### src/rtl/axi_pkg.sv
// rtl/axi_pkg.sv - shared AXI read-channel encodings, field widths and FSM states
package axi_pkg;

    localparam int ALEN_W   = 8;
    localparam int ASIZE_W  = 3;
    localparam int ABURST_W = 2;
    localparam int ACERR_W  = 2;

    localparam logic [ABURST_W-1:0] BURST_FIXED = 2'b00;
    localparam logic [ABURST_W-1:0] BURST_INCR  = 2'b01;
    localparam logic [ABURST_W-1:0] BURST_WRAP  = 2'b10;

    localparam logic [ACERR_W-1:0] RESP_OKAY   = 2'b00;
    localparam logic [ACERR_W-1:0] RESP_SLVERR = 2'b10;
    localparam logic [ACERR_W-1:0] RESP_DECERR = 2'b11;

    typedef enum logic [1:0] {
        ST_IDLE,
        ST_RD,
        ST_RESP
`ifdef AXI_RD_DELAY_EN
        , ST_DELAY
`endif
    } state_t;

    function automatic logic wrap_len_ok(input logic [ALEN_W-1:0] len);
        return len inside {8'd1, 8'd3, 8'd7, 8'd15};
    endfunction

endpackage

### src/rtl/axi_burst_addr_gen.sv
// rtl/axi_burst_addr_gen.sv - combinational next-beat address for FIXED/INCR/WRAP bursts
module axi_burst_addr_gen
    import axi_pkg::*;
#(
    parameter int ADDR_WIDTH = 32
) (
    input  logic [ADDR_WIDTH-1:0] addr,
    input  logic [ASIZE_W-1:0]    size,
    input  logic [ALEN_W-1:0]     len,
    input  logic [ABURST_W-1:0]   burst,
    output logic [ADDR_WIDTH-1:0] next_addr
);

    logic [ADDR_WIDTH-1:0] incr;
    logic [ADDR_WIDTH-1:0] aligned;
    logic [ADDR_WIDTH-1:0] bnd_mask;

    always_comb begin
        incr     = ADDR_WIDTH'(1) << size;
        aligned  = addr & ~(incr - ADDR_WIDTH'(1));
        bnd_mask = ((ADDR_WIDTH'(len) + ADDR_WIDTH'(1)) << size) - ADDR_WIDTH'(1);
        case (burst)
            BURST_FIXED: next_addr = addr;
            BURST_INCR:  next_addr = aligned + incr;
            // stay inside the wrap window: keep the window base, roll the offset
            BURST_WRAP:  next_addr = (addr & ~bnd_mask) | ((addr + incr) & bnd_mask);
            default:     next_addr = addr;
        endcase
    end

endmodule

### src/rtl/axi_inst_rd_slave.sv
// rtl/axi_inst_rd_slave.sv - AXI4 read responder over a sync-read SRAM
// Optional random per-beat wait injection: define AXI_RD_DELAY_EN.
module axi_inst_rd_slave
    import axi_pkg::*;
#(
    parameter int                    DATA_WIDTH = 32,
    parameter int                    ID_WIDTH   = 4,
    parameter logic [DATA_WIDTH-1:0] MEM_BASE   = 32'h8000_0000,
    parameter logic [DATA_WIDTH-1:0] MEM_BYTES  = 32'h0800_0000
`ifdef AXI_RD_DELAY_EN
    , parameter int                  MAX_DELAY  = 7
`endif
) (
    input  logic                  clk,
    input  logic                  rst,
    input  logic                  arvalid,
    output logic                  arready,
    input  logic [DATA_WIDTH-1:0] araddr,
    input  logic [ID_WIDTH-1:0]   arid,
    input  logic [ALEN_W-1:0]     arlen,
    input  logic [ASIZE_W-1:0]    arsize,
    input  logic [ABURST_W-1:0]   arburst,
    output logic                  rvalid,
    input  logic                  rready,
    output logic [DATA_WIDTH-1:0] rdata,
    output logic [ACERR_W-1:0]    rresp,
    output logic                  rlast,
    output logic [ID_WIDTH-1:0]   rid,
    output logic                  mem_en,
    output logic [DATA_WIDTH-3:0] mem_addr,
    input  logic [DATA_WIDTH-1:0] mem_rdata
);

    state_t                state;
    logic [DATA_WIDTH-1:0] addr_q, next_addr, issue_addr, rdata_q;
    logic [ALEN_W-1:0]     len_q, cnt_q;
    logic [ASIZE_W-1:0]    size_q;
    logic [ABURST_W-1:0]   burst_q;
    logic [ACERR_W-1:0]    beat_resp_q, issue_resp;
    logic                  slverr_q, beat_ok_q, fresh_q;
    logic                  accept, last_beat, start, ar_slverr, issue_slverr, issue_ok;
    logic [1:0]            ar_misalign;

    axi_burst_addr_gen #(.ADDR_WIDTH(DATA_WIDTH)) u_addr_gen (
        .addr      (addr_q),
        .size      (size_q),
        .len       (len_q),
        .burst     (burst_q),
        .next_addr (next_addr)
    );

    assign accept    = (state == ST_IDLE) && arvalid && arready;
    assign last_beat = (cnt_q == len_q);
    assign start     = accept || ((state == ST_RESP) && rready && !last_beat);
    // SRAM output is live only on the first RESP cycle; after that the captured copy holds it
    assign rdata     = fresh_q ? mem_rdata : rdata_q;

    always_comb begin
        case (arsize)
            3'd1:    ar_misalign = {1'b0, araddr[0]};
            3'd2:    ar_misalign = araddr[1:0];
            default: ar_misalign = 2'b00;
        endcase
        ar_slverr = (arsize > 3'd2) ||
                    ((arburst == BURST_WRAP) && (!wrap_len_ok(arlen) || (ar_misalign != 2'b00)));
        issue_addr   = (state == ST_IDLE) ? araddr : next_addr;
        issue_slverr = (state == ST_IDLE) ? ar_slverr : slverr_q;
        issue_resp   = RESP_OKAY;
        if (issue_slverr)
            issue_resp = RESP_SLVERR;
        else if ((issue_addr - MEM_BASE) >= MEM_BYTES)
            issue_resp = RESP_DECERR;
        issue_ok = (issue_resp == RESP_OKAY);
    end

`ifdef AXI_RD_DELAY_EN
    logic [7:0] lfsr_q, dly_cnt_q, dly;
    assign dly = 8'(32'(lfsr_q) % (MAX_DELAY + 1));
`endif

    always_ff @(posedge clk) begin
        if (rst) begin
            state       <= ST_IDLE;
            arready     <= 1'b0;
            rvalid      <= 1'b0;
            rresp       <= '0;
            rlast       <= 1'b0;
            rid         <= '0;
            mem_en      <= 1'b0;
            mem_addr    <= '0;
            addr_q      <= '0;
            rdata_q     <= '0;
            len_q       <= '0;
            cnt_q       <= '0;
            size_q      <= '0;
            burst_q     <= '0;
            beat_resp_q <= '0;
            slverr_q    <= 1'b0;
            beat_ok_q   <= 1'b0;
            fresh_q     <= 1'b0;
`ifdef AXI_RD_DELAY_EN
            lfsr_q      <= 8'hA5;
            dly_cnt_q   <= '0;
`endif
        end else begin
            mem_en <= 1'b0;
`ifdef AXI_RD_DELAY_EN
            lfsr_q <= {lfsr_q[6:0], lfsr_q[7] ^ lfsr_q[5] ^ lfsr_q[4] ^ lfsr_q[3]};
`endif
            case (state)
                ST_IDLE: begin
                    arready <= 1'b1;
                    if (accept) begin
                        arready  <= 1'b0;
                        rid      <= arid;
                        len_q    <= arlen;
                        size_q   <= arsize;
                        burst_q  <= arburst;
                        slverr_q <= ar_slverr;
                    end
                end
                ST_RD: begin
                    rvalid  <= 1'b1;
                    rresp   <= beat_resp_q;
                    rlast   <= last_beat;
                    fresh_q <= beat_ok_q;
                    rdata_q <= '0;
                    state   <= ST_RESP;
                end
                ST_RESP: begin
                    if (fresh_q) begin
                        rdata_q <= mem_rdata;
                        fresh_q <= 1'b0;
                    end
                    if (rready) begin
                        rvalid <= 1'b0;
                        rlast  <= 1'b0;
                        if (last_beat) begin
                            state   <= ST_IDLE;
                            arready <= 1'b1;
                        end
                    end
                end
`ifdef AXI_RD_DELAY_EN
                ST_DELAY: begin
                    if (dly_cnt_q == 8'd0) begin
                        mem_en <= beat_ok_q;
                        state  <= ST_RD;
                    end else begin
                        dly_cnt_q <= dly_cnt_q - 8'd1;
                    end
                end
`endif
                default: state <= ST_IDLE;
            endcase

            // launch a beat: new burst from IDLE or the next beat after a completed handshake
            if (start) begin
                addr_q      <= issue_addr;
                cnt_q       <= accept ? '0 : cnt_q + 8'd1;
                mem_addr    <= issue_addr[DATA_WIDTH-1:2];
                beat_resp_q <= issue_resp;
                beat_ok_q   <= issue_ok;
`ifdef AXI_RD_DELAY_EN
                if (dly != 8'd0) begin
                    state     <= ST_DELAY;
                    dly_cnt_q <= dly - 8'd1;
                end else begin
                    mem_en <= issue_ok;
                    state  <= ST_RD;
                end
`else
                mem_en <= issue_ok;
                state  <= ST_RD;
`endif
            end
        end
    end

endmodule

### config.mk
export PLATFORM = sky130hd
export DESIGN_NAME = axi_inst_rd_slave
export DESIGN_NICKNAME = d
export VERILOG_FILES = /design/src/rtl/axi_pkg.sv /design/src/rtl/axi_burst_addr_gen.sv /design/src/rtl/axi_inst_rd_slave.sv
export SDC_FILE = /design/constraint.sdc
export NUM_CORES = 1
export LEC_CHECK = 0
export BUFFER_PORTS_ARGS = -buffer_cell sky130_fd_sc_hd__buf_2
export CAP_MARGIN = 20
export CORE_ASPECT_RATIO = 0.75
export CORE_MARGIN = 2
export CORE_UTILIZATION = 50
export CTS_BUF_LIST = sky130_fd_sc_hd__clkbuf_4
export DETAILED_ROUTE_END_ITERATION = 16
export GPL_TIMING_DRIVEN = 0
export PLACE_DENSITY = 0.78
export SLEW_MARGIN = 20
export SYNTH_ARGS = -nofsm -noshare
export SYNTH_HDL_FRONTEND = slang
export SYNTH_SLANG_ARGS = --single-unit
### constraint.sdc
create_clock -name clk -period 5.2 [get_ports clk]
set_input_delay 1.04 -clock clk [delete_from_list [all_inputs] [get_ports clk]]
set_output_delay 1.04 -clock clk [all_outputs]
set_load 0.02 [all_outputs]
==> out/results.ini, run 1 <==
[outcome]
status=finished, final reports clean

[routing]
routed_via_density=6.23
first_iter_violations=1315
wl_um=31400
vias=10100
wl_per_cell_um=19.3
wl_met2_um=12700
ant_nets=0
wl_met3_um=4430
top_layer=met4
wl_met1_um=13300
drt_first_pass_iters=6
drc_errors=0

[yosys]
synth_commonest_cells=nand2_1, nor2_1, a21oi_1, dfxtp_1, o21ai_0
synth-async-reset-ratio_pct=0
synth_nets=1319
netlist-cell-type-count=108
yosys_register_bits=102
syn_area_per_cell_um2=7.42
yosysMostFrequentCell=nand2_1
yosysSeqAreaShare_pct=22.7
synth_top_area_share_pct=22.7
synth-edff-count=0
synthTopCellsByArea=dfxtp_1, a21oi_1, nand2_1
synth_top_flop_cell=dfxtp_1
synth_area_mm2=0.00900
synthCells=1213
yosysTopAreaCell=dfxtp_1
ys_warn_count=0

[setup_path]
crit_fanout=10
worstPathRequired_ns=5.56
worst_setup_path_end_kind=register
crit_type=register to register
path_common_cell=buf_6
r2r_start=size_q[1]
worstPathCellList=buf_4 > buf_6 > buf_2 > buf_6 > clkbuf_2 > nor3_4 > ha_1 > fa_1 > o211a_1 > a221o_1 > o31ai_2 > a22oi_2 > nand4_1 > nor2_2 > a41oi_1 > a21bo_2 > nor4_1 > a311oi_1
critical_path.max_stage_delay_ns=0.48
startpoint=size_q[1]
cp_slowest_cell=fa_1
cp-start-kind=register
arrival_ns=5.32

[sta]
setup_violations=0
hold_ws_ns=0.473
max_freq_mhz=201
tightestPinTransition_ns=0.944
min_period_ns=4.97
hold_violations=0
slew_violations=0
max_slew_margin_pct=37.1
fin_crit_sh_pct=95.5
tns_ns=0
finClkSkew_ns=0.0329

[clocking]
clk_pin_slew_ns=0.19
clock_latency_ns=0.52
cts-buffers-inserted=9
clockRootBuffer=clkbuf_4
h-tree-depth=3
cts.sinks=102
clockBufferDepth=2
tritoncts=done

[floorplanning]
dieArea_mm2=0.0191
rows=42
ios=157
fp.dieH_um=120
initial_core_util_pct=51.0
design.core.area_mm2=0.0177
die_w_um=159

[min_path]
worstHoldStart=rid[1]
hold_path.class=register to register

[power]
power.total_w=0.00199
leakage_nw=4.20
ir_drop_uv=155
powerDensity_mw_per_mm2=193

[global_routing]
antenna_found_initial=2
grt_usage_pct=32.0
overflow=0
first_global_vias=9189
grt_max_degree=24
grt_pass1_wl_um=49100

[finish]
layout.nets=1485
utilization_pct=58.4
final_area_mm2=0.0103
drive_gt1_share_pct=23.1
fillers=1674
area_growth_pct=14.5

[run]
timing.max_cap.violations=0

[placement]
dpl_cell_area_mm2=0.0101
place_congestion=1.06
dp_hpwl_um=23800
io_buffers=155

==> power by group <==
group,internal (W),total [W],switching (W)
clock,0.000129,0.000483,0.000354
combinational,0.000236,0.000650,0.000414
sequential,0.000815,0.000854,0.0000395
total,0.00118,0.00199,0.000807
==> flip-flops by register name (all words and copies together) (netlist names), 2 cells and up <==
signal       count
rresp            2
state            2
addr_q           2
cnt_q            8
mem_addr        30
size_q           3
len_q            8
rid              4
rdata_q         32
burst_q          2
beat_resp_q      2
==> cell type report <==
type | count | area, um2 | share of cell area (%)
inverter | 32 | 120 | 1.17
buffer | 121 | 723 | 7.02
sequential | 102 | 2040 | 19.8
multi-input combinational | 957 | 6160 | 59.8
clock inverter | 7 | 98.8 | 0.959
tap | 242 | 303 | 2.94
clock buffer | 9 | 67.6 | 0.656
timing repair buffer | 156 | 783 | 7.60
antenna | 2 | 5.00 | 0.0486
==> what timing repair did <==
action | 4_1_cts | 5_1_grt
pin swaps | 0 | 1
setup buffers | 0 | 1
hold buffers | 0 | 0
gates resized for setup | 4 | 9
endpoints found under the setup margin | 5 | 10
endpoints found under the hold margin | 0 | 0
==> final timing paths <==
path	endpoint	slack, ns	cells after the start
worst max-delay path	beat_resp_q[1]	0.23	18
worst min-delay path	rid[1]	0.47	2
worst max register to register	beat_resp_q[1]	0.23	18
worst min register to register	rid[1]	0.47	2
==> worst max-delay path, delay by kind of cell, from the launching register on <==
| family | cells | cell delay, ns |
|---|---|---|
| simple gates | 4 | 0.79 |
| fa+ha+maj | 2 | 0.75 |
| buf+inv | 5 | 1.05 |
| compound gates | 7 | 1.85 |
| flops | 1 | 0.35 |
==> layout by cell type, fill, tap and decap left out, drive strengths merged, types with 7 or more instances in the layout <==
cell and instances:
nand4 21, a32oi 7, clkbuf 64, a21o 14
and2 13, mux2i 13, a31oi 18, ha 20
a211oi 17, a21oi 115, nand2 143, buf 222
nor3 25, o211ai 14, dfxtp 102, nor4 14
nand2b 13, inv 37, nand3 44, nor2 114
nor3b 7, a31o 7, mux2 35, xnor2 28
a41oi 7, o21a 7, o31ai 9, and3 15
nor2b 42, o21ai 66, xor2 17, and4 9
==> layer usage <==
layer  track usage [%]  up-vias
met1              44.6     4697
met3              10.7       97
met2              46.3      654
li1                  -     4688
met4              11.0        0
met5                 0        -
==> metrics by stage <==
stage          setup WS, ns  instances
6_report              0.234       1628
5_1_grt             -0.0105       1627
4_1_cts              0.0352       1625
3_5_place_dp         -0.165       1610
3_3_place_gp         -0.151       1610
2_1_floorplan         0.898       1213
==> cells by family after synthesis <==
family / synth area share (%)
simple gates: 28.0
compound gates: 26.5
buf+inv: 9.39
flops: 22.7
mux: 5.83
xor+xnor: 4.38
fa+ha+maj: 3.23
Note: power is estimated with default switching activity, not from simulation.
==> run 2: changes to the inputs <==
--- a/config.mk
+++ b/config.mk
@@ -12,8 +12,10 @@
 export CORE_UTILIZATION = 50
 export CTS_BUF_LIST = sky130_fd_sc_hd__clkbuf_4
 export DETAILED_ROUTE_END_ITERATION = 16
+export GPL_ROUTABILITY_DRIVEN = 0
 export GPL_TIMING_DRIVEN = 0
 export PLACE_DENSITY = 0.78
+export RECOVER_POWER = 25
 export SLEW_MARGIN = 20
 export SYNTH_ARGS = -nofsm -noshare
 export SYNTH_HDL_FRONTEND = slang
==> out/results.ini, run 2 (same netlist as run 1, synthesis figures left out) <==
[outcome]
status=finished, final reports clean

[sta]
hold_violations=0  ; unchanged
setup_violations=0  ; unchanged
min_period_ns=5.01  ; +0.0386 ns
finClkSkew_ns=0.0356  ; +0.00266 ns
tightestPinTransition_ns=0.910  ; -0.0334 ns
rsz0062_at_grt=false
setup_ws_ns=0.195  ; -0.0386 ns
max_freq_mhz=200  ; -0.77%
fin_crit_sh_pct=96.3  ; +0.74 points
slew_violations=0  ; unchanged
max_slew_margin_pct=39.3  ; +2.2 points

[routing]
wl_um=30900  ; -1.8%
vias=10200  ; +0.82%
drc_errors=0  ; unchanged
ant_nets=0  ; unchanged
first_iter_violations=1328  ; +0.99%
drt_first_pass_iters=8  ; +2
wl_per_cell_um=19.0  ; -1.7%
routed_via_density=6.28  ; +0.88%

[placement]
io_buffers=155  ; unchanged
dpl_cell_area_mm2=0.0101  ; unchanged
dp_hpwl_um=23300  ; -1.9%
dp_worst_setup_slack_ns=-0.0744  ; +0.0910 ns
dpl.cell_count=1610  ; unchanged

[global_routing]
grt_pass1_wl_um=48500  ; -1.1%
grtUsageMet2_pct=46.3  ; unchanged
overflow=0  ; unchanged
grt_usage_pct=31.5  ; -0.53 points
grt_busiest_layer=met2
first_global_vias=9207  ; +0.20%
grtUsageMet1_pct=42.5  ; -2.1 points
gr-usage-met3_pct=12.1  ; +1.4 points
antenna_found_initial=2  ; unchanged
grt_max_degree=24  ; unchanged

[finish]
final_common_cell=buf_2
largest-register=rdata_q
largest_reg_flops=32  ; unchanged
utilization_pct=58.0  ; -0.35 points
final_area_mm2=0.0102  ; -0.59%
area_growth_pct=13.8
layout_common_cells=buf_2, nand2_1, nor2_1, a21oi_1, dfxtp_1
final_cells=1627  ; -0.061%
layout.nets=1483  ; -0.13%
fillers=1714  ; +2.4%
reg_top3=rdata_q x32, mem_addr x30
drive_gt1_share_pct=22.4  ; -0.69 points

[setup_path]
arrival_ns=5.47  ; +0.15 ns
crit_fanout=19  ; +9
endpoint=mem_en
r2r_cells=16  ; -2
ff2ff_setup_slack_ns=0.19  ; -0.04 ns
cp-start-kind=register
startpoint=size_q[1]
rr_endpoint=mem_en
crit_type=register to register
worst_setup_path_end_kind=register
worstPathRequired_ns=5.67  ; +0.11 ns
r2r_start=size_q[1]

[floorplanning]
ios=157  ; unchanged
rows=42  ; unchanged
initial_core_util_pct=51.0  ; unchanged
die_w_um=159  ; unchanged
design.core.area_mm2=0.0177  ; unchanged
fp.dieH_um=120  ; unchanged
dieArea_mm2=0.0191  ; unchanged

[power]
ir_drop_uv=146  ; -6.2%
leakage_nw=4.17  ; -0.84%
powerDensity_mw_per_mm2=194  ; +0.33%
power.total_w=0.00198  ; -0.26%

[run]
timing.max_cap.violations=0  ; unchanged

[clocking]
h-tree-depth=3  ; unchanged
clockRootBuffer=clkbuf_4
cts-buffers-inserted=9  ; unchanged
cts_setup_buffers=0  ; unchanged
clk_pin_slew_ns=0.21  ; +0.02 ns
clockBufferDepth=2  ; unchanged
clock_latency_ns=0.53  ; about the same
tritoncts=done
cts_hold_buf=0  ; unchanged
cts.sinks=102  ; unchanged

[min_path]
hold_path.class=register to register

-- run 2: cell types whose count changed in the layout (fill, tap and decap cells not counted), sizes merged --
| cell | previous run | this run |
|---|---|---|
| buf | 222 | 218 |
| clkbuf | 64 | 66 |
| diode | 2 | 3 |
-- run 2: layer usage --
metal / vias to the layer above / routed length [um] / share of wire, %
met3: 117 / 4870 / 16
met2: 746 / 12500 / 41
met1: 4653 / 12500 / 40
met4: 0 / 1010 / 3.3
li1: 4703 / - / -
met5: - / 0 / 0
-- run 2: timing repair --
item / CTS / global route
gates resized for setup: 0 / 3
endpoints found under the setup margin: 4 / 5
endpoints found under the hold margin: 0 / 0
-- run 2: worst max-delay path, stage by stage, from the launching register on --
cell	delay, ns
dfxtp_1	0.34
buf_4	0.16
buf_6	0.14
buf_2	0.19
buf_6	0.19
nor3_1	0.33
ha_1	0.38
o21ai_0	0.12
a221oi_1	0.62
a211oi_1	0.26
nor3_2	0.67
nand3_1	0.20
xnor2_1	0.17
o211ai_1	0.33
nand3_1	0.16
or4_4	0.55
nor2_1	0.14
-- run 2: final cells by class --
class / instances / area [um2] / share of cell area (%)
Antenna cell: 3 / 7.51 / 0.0733
Tap cell: 242 / 303 / 2.96
Timing Repair Buffer: 155 / 773 / 7.55
Sequential cell: 102 / 2040 / 19.9
Inverter: 32 / 120 / 1.17
Buffer: 120 / 717 / 7.00
Clock inverter: 7 / 98.8 / 0.965
Multi-Input combinational cell: 957 / 6110 / 59.7
Clock buffer: 9 / 67.6 / 0.660
-- run 2: report_power, final --
| part | internal, W | switching [W] |
|---|---|---|
| Combinational | 0.000234 | 0.000415 |
| Sequential | 0.000815 | 0.0000386 |
| Clock | 0.000129 | 0.000350 |
-- run 2: how the worst min path moves through the flow --
stage                           endpoint           start  slack (ns)  cells past startpoint
after floorplan           beat_resp_q[0]  beat_resp_q[0]        0.42                      2
after global placement            rid[2]          rid[2]        0.44                      2
after global routing              rid[2]          rid[2]        0.49                      2
after detailed placement          rid[2]          rid[2]        0.45                      2
final                             rid[2]          rid[2]        0.47                      2
after CTS                         rid[2]          rid[2]        0.47                      2
-- run 2: per-stage QoR --
step                      hold WS [ns]  setup TNS, ns
after floorplan                  0.424              0
after global placement           0.442         -0.115
after detailed placement         0.449         -0.116
after CTS                        0.472              0
after global routing             0.495              0
final                            0.471              0
